$ cat src/rtl/uart_rx_fifo.sv
// Receive FIFO behind the UART receiver with a two-register Wishbone slave (DATA, STATUS).
// Optional level interrupt enabled by defining RX_FIFO_IRQ_EN.
module uart_rx_fifo #(
  parameter int BITS      = 8,
  parameter int DEPTH     = 16,
  parameter int AW        = 4,
  parameter int IRQ_LEVEL = 1
) (
  input  logic            i_wb_clk,
  input  logic            i_wb_rst_n,
  input  logic            i_rx_done,
  input  logic [BITS-1:0] i_rx_data,
  input  logic            i_wb_cyc,
  input  logic            i_wb_we,
  input  logic            i_wb_adr,
  input  logic [31:0]     i_wb_dat,
  output logic [31:0]     o_wb_rdt,
  output logic            o_wb_ack,
  output logic            o_irq
);

  localparam logic [AW-1:0] PTR_ONE  = 1;
  localparam logic [AW:0]   FULL_CNT = DEPTH[AW:0];

  logic [BITS-1:0] mem [DEPTH];
  logic [AW-1:0]   wr_ptr, rd_ptr;
  logic [AW:0]     count, count_next;
  logic            overrun, overrun_next, done_q;
  logic            access, push_req, push, pop, empty, full, ovr_clr;
  logic [31:0]     rd_data;

  always_comb begin
    access       = i_wb_cyc & ~o_wb_ack;
    push_req     = i_rx_done & ~done_q;
    empty        = (count == '0);
    full         = (count == FULL_CNT);
    pop          = access & ~i_wb_we & ~i_wb_adr & ~empty;
    // a pop in the same edge frees a slot, so a push into a full FIFO is still accepted
    push         = push_req & (~full | pop);
    ovr_clr      = access & i_wb_we & i_wb_adr & i_wb_dat[2];
    overrun_next = (push_req & full & ~pop) | (overrun & ~ovr_clr);
    count_next   = count + {{AW{1'b0}}, push} - {{AW{1'b0}}, pop};
  end

  always_comb begin
    rd_data = '0;
    if (i_wb_adr) begin
      rd_data[0]        = empty;
      rd_data[1]        = full;
      rd_data[2]        = overrun;
      rd_data[3]        = o_irq;
      rd_data[8 +: AW+1] = count;
    end else if (!empty) begin
      rd_data[BITS]          = 1'b1;
      rd_data[BITS-1:0]      = mem[rd_ptr];
    end
  end

  always_ff @(posedge i_wb_clk) begin
    if (!i_wb_rst_n) begin
      wr_ptr   <= '0;
      rd_ptr   <= '0;
      count    <= '0;
      overrun  <= 1'b0;
      done_q   <= 1'b0;
      o_wb_ack <= 1'b0;
      o_wb_rdt <= '0;
    end else begin
      done_q   <= i_rx_done;
      o_wb_ack <= access;
      count    <= count_next;
      overrun  <= overrun_next;
      if (push) wr_ptr <= wr_ptr + PTR_ONE;
      if (pop)  rd_ptr <= rd_ptr + PTR_ONE;
      if (access && !i_wb_we) o_wb_rdt <= rd_data;
    end
  end

  // storage is deliberately left out of reset
  always_ff @(posedge i_wb_clk) begin
    if (i_wb_rst_n && push) mem[wr_ptr] <= i_rx_data;
  end

`ifdef RX_FIFO_IRQ_EN
  localparam logic [AW:0] IRQ_THR = IRQ_LEVEL[AW:0];

  always_ff @(posedge i_wb_clk) begin
    if (!i_wb_rst_n) o_irq <= 1'b0;
    else             o_irq <= (count_next >= IRQ_THR) | overrun_next;
  end

  logic unused_bits;
  assign unused_bits = ^{i_wb_dat[31:3], i_wb_dat[1:0]};
`else
  assign o_irq = 1'b0;

  logic unused_bits;
  assign unused_bits = ^{i_wb_dat[31:3], i_wb_dat[1:0], IRQ_LEVEL[0]};
`endif

endmodule

$ cat config.mk
export PLATFORM = sky130hd
export DESIGN_NAME = uart_rx_fifo
export DESIGN_NICKNAME = d
export VERILOG_FILES = /design/src/rtl/uart_rx_fifo.sv
export SDC_FILE = /design/constraint.sdc
export NUM_CORES = 1
export LEC_CHECK = 0
export ABC_AREA = 1
export ABC_CLOCK_PERIOD_IN_PS = 2380
export BUFFER_PORTS_ARGS = -buffer_cell sky130_fd_sc_hd__clkbuf_2
export CORE_UTILIZATION = 55
export CTS_BUF_LIST = sky130_fd_sc_hd__clkbuf_4
export CTS_CLUSTER_DIAMETER = 80
export CTS_CLUSTER_SIZE = 8
export DETAILED_ROUTE_END_ITERATION = 10
export GPL_ROUTABILITY_DRIVEN = 0
export PLACE_DENSITY = 0.89
export SLEW_MARGIN = 10
export SYNTH_ARGS = -nofsm -noshare
export SYNTH_HDL_FRONTEND = slang
export SYNTH_SLANG_ARGS = --single-unit
$ cat constraint.sdc
create_clock -name i_wb_clk -period 2.38 [get_ports i_wb_clk]
set_input_delay 0.476 -clock i_wb_clk [delete_from_list [all_inputs] [get_ports i_wb_clk]]
set_output_delay 0.476 -clock i_wb_clk [all_outputs]
set_load 0.01 [all_outputs]
==> metrics.md, run 1 <==
| Metric | Value |
|---|---|
| Slowest stage delay, CP | 0.37 ns |
| Clock power share | 26.2% |
| Startpoint type of the worst setup path | register |
| Power density relative to cell area | 715 nW/um2 |
| Synth Register Bits | 161 |
| Total grt overflow | 0 |
| Dominant delay contributor by cell family on the critical path | adder cells |
| HPWL after detailed placement | 9550 um |
| Clock tree from TritonCTS | done |
| Starting Density | 56.9% |
| Source-to-sink clock delay at the later pin of the worst-skew pair | 0.57 ns |
| Cell breakdown of the critical path | inv_1 > ha_1 > nand2_2 > nor2_4 > nand2_1 > nand2_2 > nor2_4 > inv_2 > nand2_1 > nand2_1 > ha_1 > fa_2 > nand3_1 > nand2_1 > o21ai_1 > a21oi_1 |
| Maximum operating frequency | 446 MHz |
| Slowest cell on the critical path | dfxtp_2 |
| Min-Delay Endpoint | done_q |
| Maximum buffer depth of the clock tree | 2 |
| Worst hold path stage count | 3 |
| Layout cells sized above 1 | 13.6% |
| Min-delay worst type | in2reg |
| Routed Antenna Nets | 0 |
| Clock sink total | 161 |
| Time the worst path needs with I/O delays and setup | 2.24 ns |
| Initial DRT Pass Iterations | 5 |
| Maximum fanout along the worst path | 4 |
| Total leakage power | 3.42 nW |
| Path depth of the worst reg2reg path | 16 |
| Leading cell types in the layout, fill and taps excluded | nand2_1, edfxtp_1, inv_1 |
| Number of endpoints failing setup at the final stage | 0 |
| Average detailed-routed wire length per instance | 15.5 um |
| Num CTS Buffers | 17 |
| Wire length of the first global-routing pass | 23500 um |
| Combinational fraction of design power | 16.7% |
| Max-cap check violation count | 0 |
| Nets | 846 |
| Data required time at the worst endpoint | 2.85 ns |
| Post-synthesis cell count | 744 |
| Worst hold slack | 0.140 ns |
| Die ar. | 13700 um2 |
| Non-Filler Cell Area, Final | 7830 um2 |
| Worst reg-to-reg setup slack | 0.14 ns |
| Floorplan core area | 12800 um2 |
| Vias | 5156 |
| I/O pins | 80 |
| Routed vias/inst | 5.28 |
| Result of the run | complete, no violations |
| Launching point of the worst reg2reg path | count[2] |
| Most common cell after layout, fill and taps aside | nand2_1 |
| Die height | 117 um |
| Post-CTS Setup Repair Bufs | 0 |
| Final number of max-transition violations | 0 |
| Post-layout utilization of the core | 61.3% |
| Most prevalent standard cell on the critical path | nand2_1 |
| Vias in the first global route | 4711 |
| Buf/Inv on CP | 2 |
| Pin slew with the least headroom to its limit | 0.692 ns |
| Terminus of the critical flop-to-flop path | count[4] |
| Post-route non-filler standard cell count | 976 |
| IR drop worst, VDD | 0.492 mV |
| Pin count of the biggest net entering global routing | 65 |
| Relative slew slack | 53.9% |
| Overall die width | 117 um |
| Clock tree skew after final layout | 0.0240 ns |
| Standard-cell rows | 41 |
| Capturing element type of the critical path | register |
| Final hold violations | 0 |
| Root Buffer Master | clkbuf_4 |
| Instance area at placement | 7560 um2 |
| Quantity of gates resized following cts | 0 |
| CTS H-Tree Depth | 4 |
| Post-cts hold buffer count | 0 |
| Clock input transition at the sequential cells of the worst setup and hold paths | 0.13 ns |
| Final period utilization | 94.2% |
| Netlist cell types | 31 |
| Avg Cell Area, Syn | 9.78 um2 |
| Total wire length | 15200 um |
| Internal power contribution | 3.90 mW |
| Violation count after the first detailed-routing iteration | 693 |
| Inst Count DP | 942 |
| Number of antenna violations at the first check in global routing | 0 |
| Cell area after synthesis | 7270 um2 |
| Number of buffers added on ports | 28 |
| YS warnings | 0 |
| Seq/Total Area, Yosys | 61.9% |
| Switching portion of total power | 30.3% |
| Critical setup path kind | reg2reg |
| Count of unresolved DRC violations after routing | 0 |
| Portion of total power attributed to sequential cells | 57.1% |
| Overall global routing resource usage | 23.9% |
| Post-synthesis to final-layout area growth | 7.60% |
| Switching Power | 1.69 mW |
| Data arrival time of the critical path | 2.71 ns |
| Hold Path Origin | i_rx_done |
## cells by family (layout without fill, tap and decap cells)
group,count (synthesis),in the layout,synth area share (%)
AND/OR/NAND/NOR,350,350,20.8
buffers and inverters,177,216,11.8
flip-flops,161,161,61.9
AO/OA/AOI/OAI,39,39,2.80
adder cells (fa/ha/maj),11,11,2.00
XOR/XNOR,5,5,0.602
other,1,22,0.0516
## stage by stage
stage	setup slack, ns	total power, mW	setup TNS [ns]
after floorplan	0.0763	3.94	0
after global placement	0.0878	4.11	0
after detailed placement	0.0379	4.15	0
after CTS	0.0275	5.57	0
after global routing	-0.0210	5.85	-0.0210
final	0.138	5.59	0
## layout make-up
cell class                 count  area, um2
fill                         977       4950
antenna                        2       5.00
sequential                   161       4510
multi-input combinational    425       1990
clock buffer                  18        135
tap                          172        215
timing repair buffer          57        370
clock inverter                14        120
inverter                     127        482
## cells in the mapped netlist
cell	instances	area (um2)
dfxtp_1	33	661
buf_2	16	80.1
nand2_1	200	751
nor2_2	1	6.26
nor2_4	2	22.5
conb_1	1	3.75
clkbuf_8	1	13.8
nor3_1	1	5.00
nand2_4	4	45.0
o211ai_2	1	12.5
inv_2	4	15.0
a21oi_1	23	115
inv_6	1	8.76
o21ai_0	11	55.1
ha_1	10	125
nand3_1	112	561
buf_4	23	173
xnor2_1	2	17.5
buf_8	1	15.0
buf_6	6	67.6
nand4_1	1	6.26
buf_12	1	20.0
a31oi_1	1	6.26
fa_1	1	20.0
nor2_1	25	93.8
nand2_2	4	25.0
clkbuf_1	2	7.51
edfxtp_1	128	3840
xor2_1	3	26.3
o21ai_1	3	15.0
inv_1	122	458
## layer usage
metal	global-route usage (%)	share of wire, %
met5	0	0
met4	13.5	4.3
met3	5.77	9.2
met2	38.3	49
met1	30.1	38
## power by group through the flow
stage	logic, mW	registers [mW]	clock network, mW
floorplan	0.696	3.24	0
detailed placement	0.898	3.25	0
finish	0.935	3.19	1.47
CTS	0.905	3.19	1.48
global placement	0.860	3.25	0
global route	1.04	3.20	1.60
## worst min-delay path, delay by kind of cell
kind	cells	cell delay (ns)
buffers and inverters	2	0.14
AND/OR/NAND/NOR	1	0.05
## worst max path at each step
stage                  start       end  slack, ns  depth (start not counted)
finish              count[2]  count[4]       0.14                         16
floorplan           count[3]  count[4]       0.08                         16
CTS                 count[2]  count[4]       0.03                         16
global placement    i_wb_cyc  count[4]       0.09                         15
detailed placement  i_wb_cyc  count[4]       0.04                         15
global route        count[2]  count[4]      -0.02                         15
## registers in the layout, summed over array words and instances, names as in the netlist, named ones only
name	flops
mem	128
o_wb_rdt	13
count	5
rd_ptr	4
wr_ptr	4
done_q	1
o_wb_ack	1
overrun	1
No activity file was read; power rests on OpenSTA's default activity.
==> inputs of run 2 (changes only) <==
Settings changed: REMOVE_ABC_BUFFERS from default to 1.
==> run 2 against run 1 <==
Effect of this change: die area unchanged; register-to-register slack worse by 0.02 ns; non-clock buffer count up 2; clock skew down 0.0079 ns; cell count up 0.10%; critical endpoint unchanged; largest cell class unchanged.
==> metrics.md, run 2 (same netlist as run 1, synthesis figures left out) <==
| Metric | Value |
|---|---|
| Routed vias/inst | 5.32 (+0.61%) |
| Die height | 117 um (unchanged) |
| Overall global routing resource usage | 24.4% (+0.54 points) |
| Maximum buffer depth of the clock tree | 2 (unchanged) |
| Vias in the first global route | 4963 (+5.3%) |
| Layer with the highest usage after global routing | met2 |
| Maximum operating frequency | 442 MHz (-0.82%) |
| Final hold violations | 0 (unchanged) |
| Global routing usage on met1 | 30.7% (+0.64 points) |
| Number of antenna violations at the first check in global routing | 1 (+1) |
| Launching point of the worst reg2reg path | count[2] |
| Pin count of the biggest net entering global routing | 45 (-31%) |
| Inst Count DP | 943 (+0.11%) |
| Relative slew slack | 56.4% (+2.5 points) |
| Clock tree skew after final layout | 0.0161 ns (-0.00787 ns) |
| Maximum fanout along the worst path | 5 (+1) |
| Met3 Use GR | 4.99% (-0.77 points) |
| Filler cell count | 915 (-6.3%) |
| Starting Density | 56.9% (unchanged) |
| Initial DRT Pass Iterations | 7 (+2) |
| Time the worst path needs with I/O delays and setup | 2.26 ns (+0.0186 ns) |
| Max FFs per register | 128 (unchanged) |
| Capturing element type of the critical path | register |
| Slowest stage delay, CP | 0.37 ns (about the same) |
| Number of endpoints failing setup at the final stage | 0 (unchanged) |
| Worst hold slack | 0.124 ns (-0.0161 ns) |
| Most common cell after layout, fill and taps aside | nand2_1 |
| Nets | 848 (+0.24%) |
| Source-to-sink clock delay at the later pin of the worst-skew pair | 0.56 ns (about the same) |
| Cell breakdown of the critical path | inv_1 > ha_1 > nand2_2 > nor2_4 > o211ai_2 > nand2_2 > inv_6 > nand2_1 > nand2_1 > ha_1 > fa_2 > nand3_2 > nand2_1 > o21ai_1 > a21oi_1 |
| Total wire length | 15100 um (-0.26%) |
| Power density relative to cell area | 745 nW/um2 (+4.3%) |
| Hold Path Origin | i_rx_done |
| Overall die width | 117 um (unchanged) |
| Die ar. | 13700 um2 (unchanged) |
| Final period utilization | 95.0% (+0.78 points) |
| Post-synthesis to final-layout area growth | 8.34% |
| Routed Antenna Nets | 0 (unchanged) |
| Count of unresolved DRC violations after routing | 0 (unchanged) |
| Terminus of the critical flop-to-flop path | count[4] |
| Met2 routing resource usage after global routing | 41.2% (+2.9 points) |
| Biggest register | mem |
| Setup repair after global routing missed its margin | no |
| Data required time at the worst endpoint | 2.84 ns (about the same) |
| Path depth of the worst reg2reg path | 15 (-1) |
| Clock sink total | 161 (unchanged) |
| Clock input transition at the sequential cells of the worst setup and hold paths | 0.12 ns (about the same) |
| Data arrival time of the critical path | 2.72 ns (about the same) |
| Floorplan core area | 12800 um2 (unchanged) |
| CTS H-Tree Depth | 4 (unchanged) |
| Slowest cell on the critical path | fa_2 |
| Total leakage power | 3.45 nW (+1.1%) |
| HPWL after detailed placement | 9680 um (+1.4%) |
| Leading cell types in the layout, fill and taps excluded | nand2_1, edfxtp_1, inv_1 |
| Post-route non-filler standard cell count | 977 (+0.10%) |
| Most prevalent standard cell on the critical path | nand2_1 |
| Top flop regs | mem: 128 flops, o_wb_rdt: 13 flops, count: 5 flops |
| IR drop worst, VDD | 0.400 mV (-19%) |
| Worst hold path stage count | 3 (unchanged) |
| Wire length of the first global-routing pass | 24300 um (+3.4%) |
| Min-Delay Endpoint | done_q |
| Clock tree from TritonCTS | done |
| Pin slew with the least headroom to its limit | 0.653 ns (-0.0389 ns) |
| Critical setup path kind | reg2reg |
| Startpoint type of the worst setup path | register |
| Max-cap check violation count | 0 (unchanged) |
| Root Buffer Master | clkbuf_4 |
| Layout cells sized above 1 | 13.7% (+0.091 points) |
| Vias | 5193 (+0.72%) |
| Min-delay worst type | in2reg |
| Standard-cell rows | 41 (unchanged) |
| Total grt overflow | 0 (unchanged) |
| Average detailed-routed wire length per instance | 15.5 um (-0.36%) |
| Result of the run | complete, no violations |
| I/O pins | 80 (unchanged) |
| Worst reg-to-reg setup slack | 0.12 ns (-0.02 ns) |
| Number of buffers added on ports | 28 (unchanged) |
| Num CTS Buffers | 17 (unchanged) |
| Final number of max-transition violations | 0 (unchanged) |
| Violation count after the first detailed-routing iteration | 590 (-15%) |
## run 2: through the flow
step           power, mW  worst slack [ns]  utilization [%]  TNS (ns)  area [um2]
2_1_floorplan       3.85            -0.303                -     -2.33        6970
3_3_place_gp        4.11            0.0873             59.1         0        7550
3_5_place_dp        4.17           -0.0254             59.1   -0.0254        7550
4_1_cts             5.85            0.0385             61.5         0        7860
5_1_grt             6.13           0.00366             61.7         0        7880
6_report            5.87             0.119             61.7         0        7880
## run 2: worst max-delay path by stage
stage             start           to  slack [ns]  cells past startpoint
2_1_floorplan  register  o_wb_rdt[2]       -0.30                      8
3_3_place_gp   i_wb_cyc     count[4]        0.09                     15
3_5_place_dp   i_wb_cyc     count[4]       -0.03                     15
4_1_cts        count[2]     count[4]        0.04                     16
5_1_grt        count[2]     count[4]       0.004                     15
6_report       count[2]     count[4]        0.12                     15
## run 2: critical path: cells and delay by family, from the launching register on
| family | cells | cell delay (ns) |
|---|---|---|
| adder cells (fa/ha/maj) | 3 | 0.75 |
| AND/OR/NAND/NOR | 7 | 0.64 |
| flip-flops | 1 | 0.34 |
| AO/OA/AOI/OAI | 3 | 0.33 |
| buffers and inverters | 2 | 0.10 |
## run 2: per-layer routing
metal	vias to the layer above	part of all wire (%)
met4	0	3.1
met5	-	0
met2	270	51
li1	2452	-
met1	2422	39
met3	49	7.5
## run 2: layout make-up
| type | instances | area [um2] | share of cell area [%] |
|---|---|---|---|
| Multi-Input combinational cell | 425 | 2000 | 25.4 |
| Antenna cell | 1 | 2.50 | 0.0318 |
| Tap cell | 172 | 215 | 2.73 |
| Clock buffer | 19 | 143 | 1.81 |
| Sequential cell | 161 | 4510 | 57.2 |
| Clock inverter | 13 | 159 | 2.02 |
| Timing Repair Buffer | 59 | 373 | 4.73 |
| Inverter | 127 | 482 | 6.11 |
## run 2: what timing repair did
action / in CTS / in global routing
setup buffers: 0 / 1
hold buffers: 0 / 0
hold endpoints to repair: 0 / 0
gates resized for setup: 2 / 5
pin swaps: 0 / 1
setup endpoints to repair: 1 / 1
## run 2: report_power, final
group	switching (mW)	leakage [nW]	internal, mW
logic	0.647	1.87	0.336
registers	0.0661	1.42	3.12
clock network	0.948	0.160	0.756
